$ cat src/rtl/multicycle_pkg.sv
// Shared types, encodings and helpers for the multicycle MIPS datapath.
package multicycle_pkg;

  localparam int unsigned XLEN   = 32;
  localparam int unsigned REG_AW = 5;

  typedef enum logic [3:0] {
    S_FETCH, S_DECODE, S_MEMADR, S_MEMRD, S_MEMWB, S_MEMWR, S_EXEC,
    S_ALUWB, S_BRANCH, S_ADDIEX, S_ADDIWB, S_JUMP, S_TRAP
  } state_e;

  localparam logic [5:0] OP_RTYPE = 6'h00;
  localparam logic [5:0] OP_J     = 6'h02;
  localparam logic [5:0] OP_BEQ   = 6'h04;
  localparam logic [5:0] OP_ADDI  = 6'h08;
  localparam logic [5:0] OP_LW    = 6'h23;
  localparam logic [5:0] OP_SW    = 6'h2B;

  localparam logic [5:0] FN_ADD = 6'h20;
  localparam logic [5:0] FN_SUB = 6'h22;
  localparam logic [5:0] FN_AND = 6'h24;
  localparam logic [5:0] FN_OR  = 6'h25;
  localparam logic [5:0] FN_SLT = 6'h2A;

  typedef enum logic [2:0] {
    ALU_ADD, ALU_SUB, ALU_AND, ALU_OR, ALU_SLT, ALU_BAD
  } alu_op_e;

  typedef enum logic [1:0] {
    TC_NONE     = 2'b00,
    TC_ILLEGAL  = 2'b01,
    TC_MISALIGN = 2'b10,
    TC_TIMEOUT  = 2'b11
  } trap_cause_e;

  function automatic logic [XLEN-1:0] sext16(input logic [15:0] imm);
    return {{16{imm[15]}}, imm};
  endfunction

  function automatic alu_op_e funct_to_alu_op(input logic [5:0] funct);
    alu_op_e op;
    case (funct)
      FN_ADD:  op = ALU_ADD;
      FN_SUB:  op = ALU_SUB;
      FN_AND:  op = ALU_AND;
      FN_OR:   op = ALU_OR;
      FN_SLT:  op = ALU_SLT;
      default: op = ALU_BAD;
    endcase
    return op;
  endfunction

  // add/sub wrap modulo 2^32; slt is a signed compare
  function automatic logic [XLEN-1:0] alu(input alu_op_e op,
                                          input logic [XLEN-1:0] a,
                                          input logic [XLEN-1:0] b);
    logic [XLEN-1:0] r;
    case (op)
      ALU_ADD: r = a + b;
      ALU_SUB: r = a - b;
      ALU_AND: r = a & b;
      ALU_OR:  r = a | b;
      ALU_SLT: r = {{(XLEN-1){1'b0}}, $signed(a) < $signed(b)};
      default: r = '0;
    endcase
    return r;
  endfunction

endpackage

$ cat src/rtl/mc_regfile.sv
// 32x32 register file: two async read ports, one sync write port, $0 reads 0.
// Ports: clk_i, rst_i (sync clear), we_i/waddr_i/wdata_i write port,
//        raddr_a_i/rdata_a_o and raddr_b_i/rdata_b_o read ports.
module mc_regfile
  import multicycle_pkg::*;
(
  input  logic              clk_i,
  input  logic              rst_i,
  input  logic              we_i,
  input  logic [REG_AW-1:0] waddr_i,
  input  logic [XLEN-1:0]   wdata_i,
  input  logic [REG_AW-1:0] raddr_a_i,
  input  logic [REG_AW-1:0] raddr_b_i,
  output logic [XLEN-1:0]   rdata_a_o,
  output logic [XLEN-1:0]   rdata_b_o
);

  logic [XLEN-1:0] rf_q [32];

  always_ff @(posedge clk_i) begin
    if (rst_i) begin
      for (int i = 0; i < 32; i++) rf_q[i] <= '0;
    end else if (we_i && (waddr_i != '0)) begin
      rf_q[waddr_i] <= wdata_i;
    end
  end

  assign rdata_a_o = (raddr_a_i == '0) ? '0 : rf_q[raddr_a_i];
  assign rdata_b_o = (raddr_b_i == '0) ? '0 : rf_q[raddr_b_i];

endmodule

$ cat src/rtl/multicycle_datapath.sv
// Multicycle MIPS datapath + main control FSM sharing one req/ready memory port,
// with a per-access memory watchdog and a sticky trap.
// Ports: clock/reset (sync, active-high); mem_req/mem_we/mem_addr/mem_wdata out,
//        mem_rdata/mem_ready in; pc, instr_retired, trap, trap_cause status out.
module multicycle_datapath
  import multicycle_pkg::*;
#(
  parameter logic [31:0] RESET_PC    = 32'h0000_0000,
  parameter int unsigned MEM_TIMEOUT = 255
) (
  input  logic        clock,
  input  logic        reset,
  output logic        mem_req,
  output logic        mem_we,
  output logic [31:0] mem_addr,
  output logic [31:0] mem_wdata,
  input  logic [31:0] mem_rdata,
  input  logic        mem_ready,
  output logic [31:0] pc,
  output logic        instr_retired,
  output logic        trap,
  output logic [1:0]  trap_cause
);

  localparam int unsigned WD_W     = (MEM_TIMEOUT < 2) ? 1 : $clog2(MEM_TIMEOUT + 1);
  localparam int unsigned WD_CMP_W = WD_W + 1;

  state_e          state_q, state_d;
  logic [XLEN-1:0] pc_q, pc_d, ir_q, ir_d, a_q, a_d, b_q, b_d;
  logic [XLEN-1:0] alu_q, alu_d, mdr_q, mdr_d;
  logic            trap_q, trap_d;
  trap_cause_e     cause_q, cause_d;
  logic [WD_W-1:0] wd_q, wd_d;

  logic            req_c, we_c, retire_c, rf_we_c, timeout_hit_c;
  logic [XLEN-1:0] addr_c, rf_wdata_c, rs_val_c, rt_val_c, mem_ea_c;
  logic [REG_AW-1:0] rf_waddr_c;
  alu_op_e         alu_op_c;

  // Instruction fields
  logic [5:0]        opcode, funct;
  logic [REG_AW-1:0] rs, rt, rd;
  logic [15:0]       imm;
  assign opcode = ir_q[31:26];
  assign rs     = ir_q[25:21];
  assign rt     = ir_q[20:16];
  assign rd     = ir_q[15:11];
  assign imm    = ir_q[15:0];
  assign funct  = ir_q[5:0];

  mc_regfile u_regfile (
    .clk_i     (clock),
    .rst_i     (reset),
    .we_i      (rf_we_c),
    .waddr_i   (rf_waddr_c),
    .wdata_i   (rf_wdata_c),
    .raddr_a_i (rs),
    .raddr_b_i (rt),
    .rdata_a_o (rs_val_c),
    .rdata_b_o (rt_val_c)
  );

  assign mem_ea_c = a_q + sext16(imm);
  assign alu_op_c = funct_to_alu_op(funct);
  // Trip when this wait cycle would bring the count up to MEM_TIMEOUT
  assign timeout_hit_c = (MEM_TIMEOUT != 0) &&
      ((WD_CMP_W'(wd_q) + WD_CMP_W'(1)) == WD_CMP_W'(MEM_TIMEOUT));

  // State and datapath registers
  always_ff @(posedge clock) begin
    if (reset) begin
      state_q <= S_FETCH;
      pc_q    <= RESET_PC;
      ir_q    <= '0;
      a_q     <= '0;
      b_q     <= '0;
      alu_q   <= '0;
      mdr_q   <= '0;
      trap_q  <= 1'b0;
      cause_q <= TC_NONE;
      wd_q    <= '0;
    end else begin
      state_q <= state_d;
      pc_q    <= pc_d;
      ir_q    <= ir_d;
      a_q     <= a_d;
      b_q     <= b_d;
      alu_q   <= alu_d;
      mdr_q   <= mdr_d;
      trap_q  <= trap_d;
      cause_q <= cause_d;
      wd_q    <= wd_d;
    end
  end

  // Next-state and control
  always_comb begin
    state_d    = state_q;
    pc_d       = pc_q;
    ir_d       = ir_q;
    a_d        = a_q;
    b_d        = b_q;
    alu_d      = alu_q;
    mdr_d      = mdr_q;
    trap_d     = trap_q;
    cause_d    = cause_q;
    wd_d       = '0;
    req_c      = 1'b0;
    we_c       = 1'b0;
    addr_c     = pc_q;
    retire_c   = 1'b0;
    rf_we_c    = 1'b0;
    rf_waddr_c = '0;
    rf_wdata_c = '0;

    case (state_q)
      S_FETCH: begin
        req_c = 1'b1;
        if (mem_ready) begin
          ir_d    = mem_rdata;
          pc_d    = pc_q + 32'd4;
          state_d = S_DECODE;
        end
      end
      S_DECODE: begin
        a_d   = rs_val_c;
        b_d   = rt_val_c;
        alu_d = pc_q + (sext16(imm) << 2);
        case (opcode)
          OP_LW, OP_SW: state_d = S_MEMADR;
          OP_RTYPE:     state_d = S_EXEC;
          OP_BEQ:       state_d = S_BRANCH;
          OP_ADDI:      state_d = S_ADDIEX;
          OP_J:         state_d = S_JUMP;
          default: begin
            state_d = S_TRAP;
            trap_d  = 1'b1;
            cause_d = TC_ILLEGAL;
          end
        endcase
      end
      S_MEMADR: begin
        alu_d = mem_ea_c;
        if (mem_ea_c[1:0] != 2'b00) begin
          state_d = S_TRAP;
          trap_d  = 1'b1;
          cause_d = TC_MISALIGN;
        end else begin
          state_d = (opcode == OP_LW) ? S_MEMRD : S_MEMWR;
        end
      end
      S_MEMRD: begin
        req_c  = 1'b1;
        addr_c = alu_q;
        if (mem_ready) begin
          mdr_d   = mem_rdata;
          state_d = S_MEMWB;
        end
      end
      S_MEMWB: begin
        rf_we_c    = 1'b1;
        rf_waddr_c = rt;
        rf_wdata_c = mdr_q;
        retire_c   = 1'b1;
        state_d    = S_FETCH;
      end
      S_MEMWR: begin
        req_c  = 1'b1;
        we_c   = 1'b1;
        addr_c = alu_q;
        if (mem_ready) begin
          retire_c = 1'b1;
          state_d  = S_FETCH;
        end
      end
      S_EXEC: begin
        if (alu_op_c == ALU_BAD) begin
          state_d = S_TRAP;
          trap_d  = 1'b1;
          cause_d = TC_ILLEGAL;
        end else begin
          alu_d   = alu(alu_op_c, a_q, b_q);
          state_d = S_ALUWB;
        end
      end
      S_ALUWB: begin
        rf_we_c    = 1'b1;
        rf_waddr_c = rd;
        rf_wdata_c = alu_q;
        retire_c   = 1'b1;
        state_d    = S_FETCH;
      end
      S_BRANCH: begin
        if (a_q == b_q) pc_d = alu_q;
        retire_c = 1'b1;
        state_d  = S_FETCH;
      end
      S_ADDIEX: begin
        alu_d   = mem_ea_c;
        state_d = S_ADDIWB;
      end
      S_ADDIWB: begin
        rf_we_c    = 1'b1;
        rf_waddr_c = rt;
        rf_wdata_c = alu_q;
        retire_c   = 1'b1;
        state_d    = S_FETCH;
      end
      S_JUMP: begin
        pc_d     = {pc_q[31:28], ir_q[25:0], 2'b00};
        retire_c = 1'b1;
        state_d  = S_FETCH;
      end
      S_TRAP:  state_d = S_TRAP;
      default: state_d = S_FETCH;
    endcase

    // Watchdog overrides the handshake state when a wait runs too long
    if (req_c && !mem_ready) begin
      wd_d = wd_q + WD_W'(1);
      if (timeout_hit_c) begin
        state_d = S_TRAP;
        trap_d  = 1'b1;
        cause_d = TC_TIMEOUT;
      end
    end
  end

  // Handshake outputs are gated so a reset abandons any in-flight access at once
  assign mem_req       = req_c & ~reset;
  assign mem_we        = we_c & ~reset;
  assign instr_retired = retire_c & ~reset;
  assign mem_addr      = addr_c;
  assign mem_wdata     = b_q;
  assign pc            = pc_q;
  assign trap          = trap_q;
  assign trap_cause    = cause_q;

endmodule

$ cat config.mk
export PLATFORM = sky130hd
export DESIGN_NAME = multicycle_datapath
export DESIGN_NICKNAME = d
export VERILOG_FILES = /design/src/rtl/multicycle_pkg.sv /design/src/rtl/mc_regfile.sv /design/src/rtl/multicycle_datapath.sv
export SDC_FILE = /design/constraint.sdc
export NUM_CORES = 2
export LEC_CHECK = 0
export CAP_MARGIN = 40
export CORE_MARGIN = 3
export CORE_UTILIZATION = 55
export DETAILED_ROUTE_END_ITERATION = 10
export PLACE_DENSITY_LB_ADDON = 0.05
export SLEW_MARGIN = 20
export SYNTH_ARGS = -nofsm -noshare
export SYNTH_HDL_FRONTEND = slang
export SYNTH_SLANG_ARGS = --single-unit
$ cat constraint.sdc
create_clock -name clock -period 3.45 [get_ports clock]
set_clock_uncertainty 0.2 [all_clocks]
set_input_delay 0.345 -clock clock [delete_from_list [all_inputs] [get_ports clock]]
set_output_delay 0.345 -clock clock [all_outputs]
set_load 0.02 [all_outputs]
After elaboration in Yosys (flattened, before gate mapping)
Memory sizes are Yosys's and may differ from the RTL's. A register that Yosys moved wholly into a read port is not among the register bits.
Cells that the tools add are included.
{"block": "word_totals", "regBits": 207, "latchBits": 0, "ramBits": 1024, "romBits": 0, "in_bits": 35, "out_inout_bits": 102, "elab_cells": 140, "mem_count": 1}
{"block": "classes", "addsub": 7, "multipliers": 0, "div": 0, "order_cmp": 1, "eq_ne": 32, "shift": 0, "n_mux": 51, "bitwise_logic": 8, "reduce_logical": 29}
{"name": "u_regfile.rf_q", "depth": 32, "width": 32, "rd": 2, "rd_clocked_by_memory_dff": 2, "write_ports": 32, "line_no": "mc_regfile.sv:18", "source": "logic [XLEN-1:0] rf_q [32];"}
{"cell": "$mux 32", "n": 7}
{"cell": "$pmux 32 s3", "n": 2}
{"cell": "$pmux 32 s5", "n": 1}
{"cell": "$add 32x32->32", "n": 3}
{"cell": "$pmux 32 s2", "n": 1}
{"cell": "$eq 6x6->1 const B", "n": 7}
{"cell": "$add 32x3->32 const B", "n": 1}
{"cell": "$and 32x32->32", "n": 1}
{"cell": "$eq 32x32->1", "n": 1}
{"cell": "$lt 32x32->1", "n": 1}
{"cell": "$or 32x32->32", "n": 1}
{"cell": "$pmux 4 s8", "n": 1}
{"cell": "$reduce_or 32->1", "n": 1}
{"cell": "$sub 32x32->32", "n": 1}
{"cell": "$mux 4", "n": 7}
{"cell": "$mux 5", "n": 5}
{"cell": "$eq 4x4->1 const B", "n": 5}
{"cell": "$pmux 4 s5", "n": 1}
{"cell": "$eq 4x3->1 const B", "n": 4}
{"cell": "$mux 1", "n": 15}
{"cell": "$pmux 3 s5", "n": 1}
{"cell": "$reduce_or 2->1", "n": 6}
{"cell": "$logic_not 5->1", "n": 2}
{"cell": "$mux 2", "n": 5}
{"cell": "33 further kinds", "n": 48}

Longest topological paths before layout
{"block": "depth", "ltp_word": 10, "depth_mapped": 15, "depth_no_buf": 13}

By module
A second synthesis with hierarchy kept.
{"block": "unflattened", "cells_unflattened": 5940, "area_unflattened_um2": 72015.3}
{"module": "mc_regfile", "instances": 1, "cells_per_inst": 3502, "area_each_um2": 54229.5, "seq_area_each_um2": 30749.5}
{"module": "multicycle_datapath", "instances": 1, "cells_per_inst": 2438, "area_each_um2": 17785.8, "seq_area_each_um2": 4144.0}

Worst setup path after synthesis
No wires, ideal clock.
{"block": "synth_path", "path_type": "register to register", "startpoint": "reg ir_q[1]", "endpoint": "reg alu_q[26]", "t_arrival_ns": 3.277, "setup_slack_ns": -0.108, "path_stages_with_launch": 16, "path_buffers": 3, "synth_period_minus_slack_ns": 3.558, "path_cell_list": "dfxtp_1 > buf_2 > inv_1 > clkbuf_1 > buf_1 > fa_1 > nand2b_1 > a21oi_1 > o21ai_0 > a21oi_1 > o221ai_1 > o21ai_1 > a21o_1 > a211oi_1 > or4_1 > a41oi_1"}
{"block": "synth_via", "elab_chain_len": 6, "elab_cells_between_ends": 19, "classes_between": "2 x add/sub; 11 x eq/ne; 4 x mux; 2 x reduce/logical"}
{"item": "start: declaration", "line_no": "multicycle_datapath.sv:29", "source": "logic [XLEN-1:0] pc_q, pc_d, ir_q, ir_d, a_q, a_d, b_q, b_d;"}
{"item": "start signal: assignment", "line_no": "multicycle_datapath.sv:85", "source": "ir_q <= ir_d;"}
{"item": "$eq 6x6->1", "line_no": "multicycle_pkg.sv:42", "source": "case (funct)"}
{"item": "$pmux 3 s5", "line_no": "multicycle_pkg.sv:42"}
{"item": "$eq 3x3->1, or another cell as far along", "line_no": "multicycle_pkg.sv:58", "source": "case (op)"}
{"item": "$pmux 32 s5", "line_no": "multicycle_pkg.sv:58"}
{"item": "$mux 32", "line_no": "multicycle_datapath.sv:177", "source": "if (alu_op_c == ALU_BAD) begin"}
{"item": "$pmux 32 s3", "line_no": "multicycle_datapath.sv:116", "source": "case (state_q)"}
{"item": "end signal: assignment", "line_no": "multicycle_datapath.sv:88", "source": "alu_q <= alu_d;"}
{"item": "end: declaration", "line_no": "multicycle_datapath.sv:30", "source": "logic [XLEN-1:0] alu_q, alu_d, mdr_q, mdr_d;"}
Several ways; a longest one is shown, not always the timed one. The select of a mux whose other input is x is not followed.
A chain may end at the register's enable or synchronous reset.

Worst setup path in the final report
{"block": "layout_path", "startpoint": "reg ir_q[10]", "endpoint": "reg alu_q[23]"}
{"block": "layout_via", "elab_chain_len": 2, "elab_cells_between_ends": 3, "classes_between": "2 x add/sub; 1 x mux"}
{"item": "$add 32x32->32, on equally long branches", "line_no": "multicycle_datapath.sv:63, multicycle_datapath.sv:128"}
{"item": "$pmux 32 s3 *", "line_no": "multicycle_datapath.sv:116"}
Mark *: on every way between the ends. The rest lies on a longest branch, timed or not.

==> results.txt <==
----------------------------------------------------
[Logic synthesis]
  Most frequently used cell type in the post-synthesis netlist ... nor2_1
  Yosys warning count ... 0
  Synthesized cell area ... 69050 um^2
  Share of Yosys cell area claimed by the top area cell type ... 44.53%
  Most common flop cell mapped by yosys ... edfxtp_1
  Synth area leaders ... edfxtp_1 45%, mux4_2 21%, nor2_1 7.1%, dfxtp_1 6.3%, ha_1 3.0%
  Synth async-reset ratio ... 0%
  Distinct cells, synth ... 88
  Cell type with the highest aggregate area in the netlist ... edfxtp_1
  Share of the yosys chip area belonging to registers ... 50.83%
  Mapped Cells ... 5575
  Synth top cells by count ... 1303 x nor2_1, 1024 x edfxtp_1, 640 x mux4_2, 368 x clkbuf_1
  Number of storage elements in the synthesis netlist ... 1241
  Number of enable flip-flop cells after synthesis ... 1024
  Post-synthesis area per instance ... 12.38 um^2

[Layout]
  Footprint of the multi-input gates ... 32700 um^2
  Share of post-route cells with drive strength above 1 ... 27.35%
  Final nets ... 6181
  Area growth from synthesis to layout ... 18.16%
  Core Util, Final ... 65.73%
  Register area ... 35150 um^2
  Fill count ... 9300

[Timing]
  Setup violations, final ... 0
  Min cycle time layout ... 3.401 ns
  Final Hold Vio Count ... 0
  Maximum frequency from static timing analysis ... 294.0 MHz
  Final clock period utilization by the worst path ... 98.59%
  Setup repair after global routing missed its margin ... yes
  Headroom to the max-slew limit ... 40.78%
  Worst setup margin ... 0.04880 ns
  Actual transition at the worst max-transition pin ... 0.8883 ns
  Hold Worst Slack ... 0.03095 ns
  Sum of negative setup slack ... 0 ns
  Slew Limit Fails ... 0

[Floorplan]
  DIE HEIGHT ... 360.3 um
  Floorplan die width ... 360.3 um
  Std-Cell Rows ... 129
  Starting density of the core ... 55.63%
  Top Ports ... 137
  Total core area ... 124100 um^2
  Die Outline Area ... 129800 um^2

[Worst setup path]
  Beginning of the critical path ... ir_q[10]
  Startpoint of the worst-slack reg-to-reg timing path ... ir_q[10]
  Endpoint of the most critical register-to-register path ... alu_q[23]
  Largest incremental delay on the critical path ... 0.52 ns
  Crit Path Category ... reg -> reg
  Critical path required time ... 3.88 ns
  Critical path cell sequence ... ha_1, nand2_1, o21ai_0, a32oi_1, o21ai_1, a221oi_1, o21ai_0, nor2_1, a221oi_1, a211oi_1
  Arrival time at the worst endpoint ... 3.83 ns
  R2R cell count ... 10
  Number of buffer and inverter stages on the critical path ... 0
  Cell type of the slowest stage on the worst timing path ... o21ai_0
  Dominant delay contributor by cell family on the critical path ... compound AO/OA/AOI/OAI gates
  Total stage count of the critical path ... 10
  Critical path capture point type ... register
  FF-to-FF setup slack ... 0.05 ns
  End of the critical path ... alu_q[23]
  Startpoint types ... register
  Highest net fanout along the worst path ... 5

[Clocking]
  Clock slew seen by the registers of the worst setup and hold paths ... 0.06 ns
  Number of buffers inserted during clock tree synthesis ... 135
  Clock network latency to the later pin of the worst-skew pair ... 0.78 ns
  Clock tree sinks ... 1241
  Clock tree buffer depth ... 3
  H-tree depth ... 4
  CTS Root Buffer Type ... clkbuf_16
  Clock tree from TritonCTS ... done

[Hold path]
  Path category of the worst min-delay check ... in -> reg
  Cell count of the worst hold path ... 3

[Pwr]
  Total power ... 55.58 mW
  Worst VDD drop ... 0.0006296 V
  Power density normalized to cell area ... 681.3 nW/um^2
  Leakage ... 27.69 nW

[Flow run]
  Max Cap Violations ... 0

[GRT]
  Total global routing overflow ... 0
  Largest net degree at the start of global routing ... 129
  Initial antenna violation count ... 5
  Global Route Usage Sum ... 38.45%
  Wire length of the first global-routing pass ... 360.3 mm
  Via count of the first global-routing pass ... 51700

[Place]
  Post-place setup slack ... -0.3297 ns
  Count of input and output buffers ... 136
  Detailed-placement wirelength estimate ... 172.4 mm
  Placer congestion estimate ... 0.9947

[Status]
  Result of the run ... complete, but fails checks
  Violations in the final reports ... antenna rules

[Route]
  Initial detailed-routing violation count ... 7011
  Aggregate routed wire length ... 249.8 mm
  DR vias/cell ... 6.778
  DRC violations left ... 0
  Post-route antenna net violation count ... 1
  Initial DRT Pass Iterations ... 6
  Routed vias ... 52360
  WL per Instance ... 32.34 um

----------------------------------------------------
==> sequential cells by signal, indices dropped and copies added (netlist names), 4 cells and up, named ones only <==
name,cells
mdr_q,32
state_q,4
wd_q,8
pc,32
u_regfile.rf_q,1024
a_q,32
alu_q,32
ir_q,32
mem_wdata,32
==> worst min-delay path by stage <==
| stage | slack, ns | end | start |
|---|---|---|---|
| floorplan | 0.24 | mdr_q[0] | mdr_q[0] |
| global placement | 0.25 | mdr_q[12] | mdr_q[12] |
| detailed placement | 0.26 | mdr_q[15] | mdr_q[15] |
| CTS | 0.003 | mdr_q[1] | mem_rdata[1] |
| global route | 0.03 | mdr_q[1] | mem_rdata[1] |
| finish | 0.03 | mdr_q[1] | mem_rdata[1] |
==> per-layer routing <==
metal / track usage (%) / vias to the layer above / wire length (um)
met5: 0 / - / 34
met4: 20.43 / 4 / 15030
met3: 8.171 / 689 / 26790
met2: 62.50 / 3393 / 119800
met1: 48.88 / 26460 / 88120
li1: - / 21810 / -
==> cells by family after synthesis <==
family / after synthesis / synth area share [%]
adders and majority gates: 173 / 3.175
DFF: 1241 / 50.83
buffers and inverters: 604 / 3.383
and+or+nand+nor: 1907 / 11.37
other: 1 / 0.005431
muxes: 755 / 22.60
xor gates and xnor gates: 89 / 1.140
AOI/OAI and AO/OA: 805 / 7.497
==> timing repair <==
item / in CTS / in global routing
gates resized for setup: 80 / 92
endpoints found under the hold margin: 71 / 0
buffers inserted: 5 / 8
pin swaps: 14 / 43
setup endpoints to repair: 42 / 41
hold buffers: 22 / 0
==> worst register-to-register path, stage by stage, from the launching register on <==
cell and delay [ns]:
dfxtp_1 0.36, ha_1 0.40, nand2_1 0.07, o21ai_0 0.52
a32oi_1 0.19, o21ai_1 0.27, a221oi_1 0.15, o21ai_0 0.47
nor2_1 0.16, a221oi_1 0.36, a211oi_1 0.12
==> layout by cell type (no fill, tap or decap), drive strengths merged, types with 52 or more instances in the layout <==
cell           instances
nand2                295
clkbuf               179
mux2i                 83
nand2b                58
edfxtp              1024
buf                  566
dfxtp                217
nor3                  69
o21ai                139
a22oi                 58
mux4                 640
nor2                1303
clkdlybuf4s50        103
inv                  117
clkinv                52
a21oi                297
ha                   168
==> layout make-up <==
type / instances / area share [%]
diodes: 7 / 0.02147
clock buffers: 179 / 4.449
clock inverters: 64 / 0.6150
inverters: 112 / 0.5153
multi-input cells: 3761 / 40.08
flip-flops and latches: 1241 / 43.08
well taps: 1637 / 2.511
repair buffers: 723 / 8.731
==> power breakdown <==
group / total, mW / internal, mW / switching [mW]
clock: 13.8 / 7.62 / 6.22
sequential: 18.2 / 17.1 / 1.13
combinational: 23.5 / 10.4 / 13.1
total: 55.6 / 35.2 / 20.4
==> stage by stage <==
step,instances,cell area [um^2]
2_1_floorplan,5606,69180
3_3_place_gp,7439,76520
3_5_place_dp,7440,76550
4_1_cts,7710,81120
5_1_grt,7717,81560
6_report,7724,81580
Note: power is estimated with default switching activity, not from simulation.
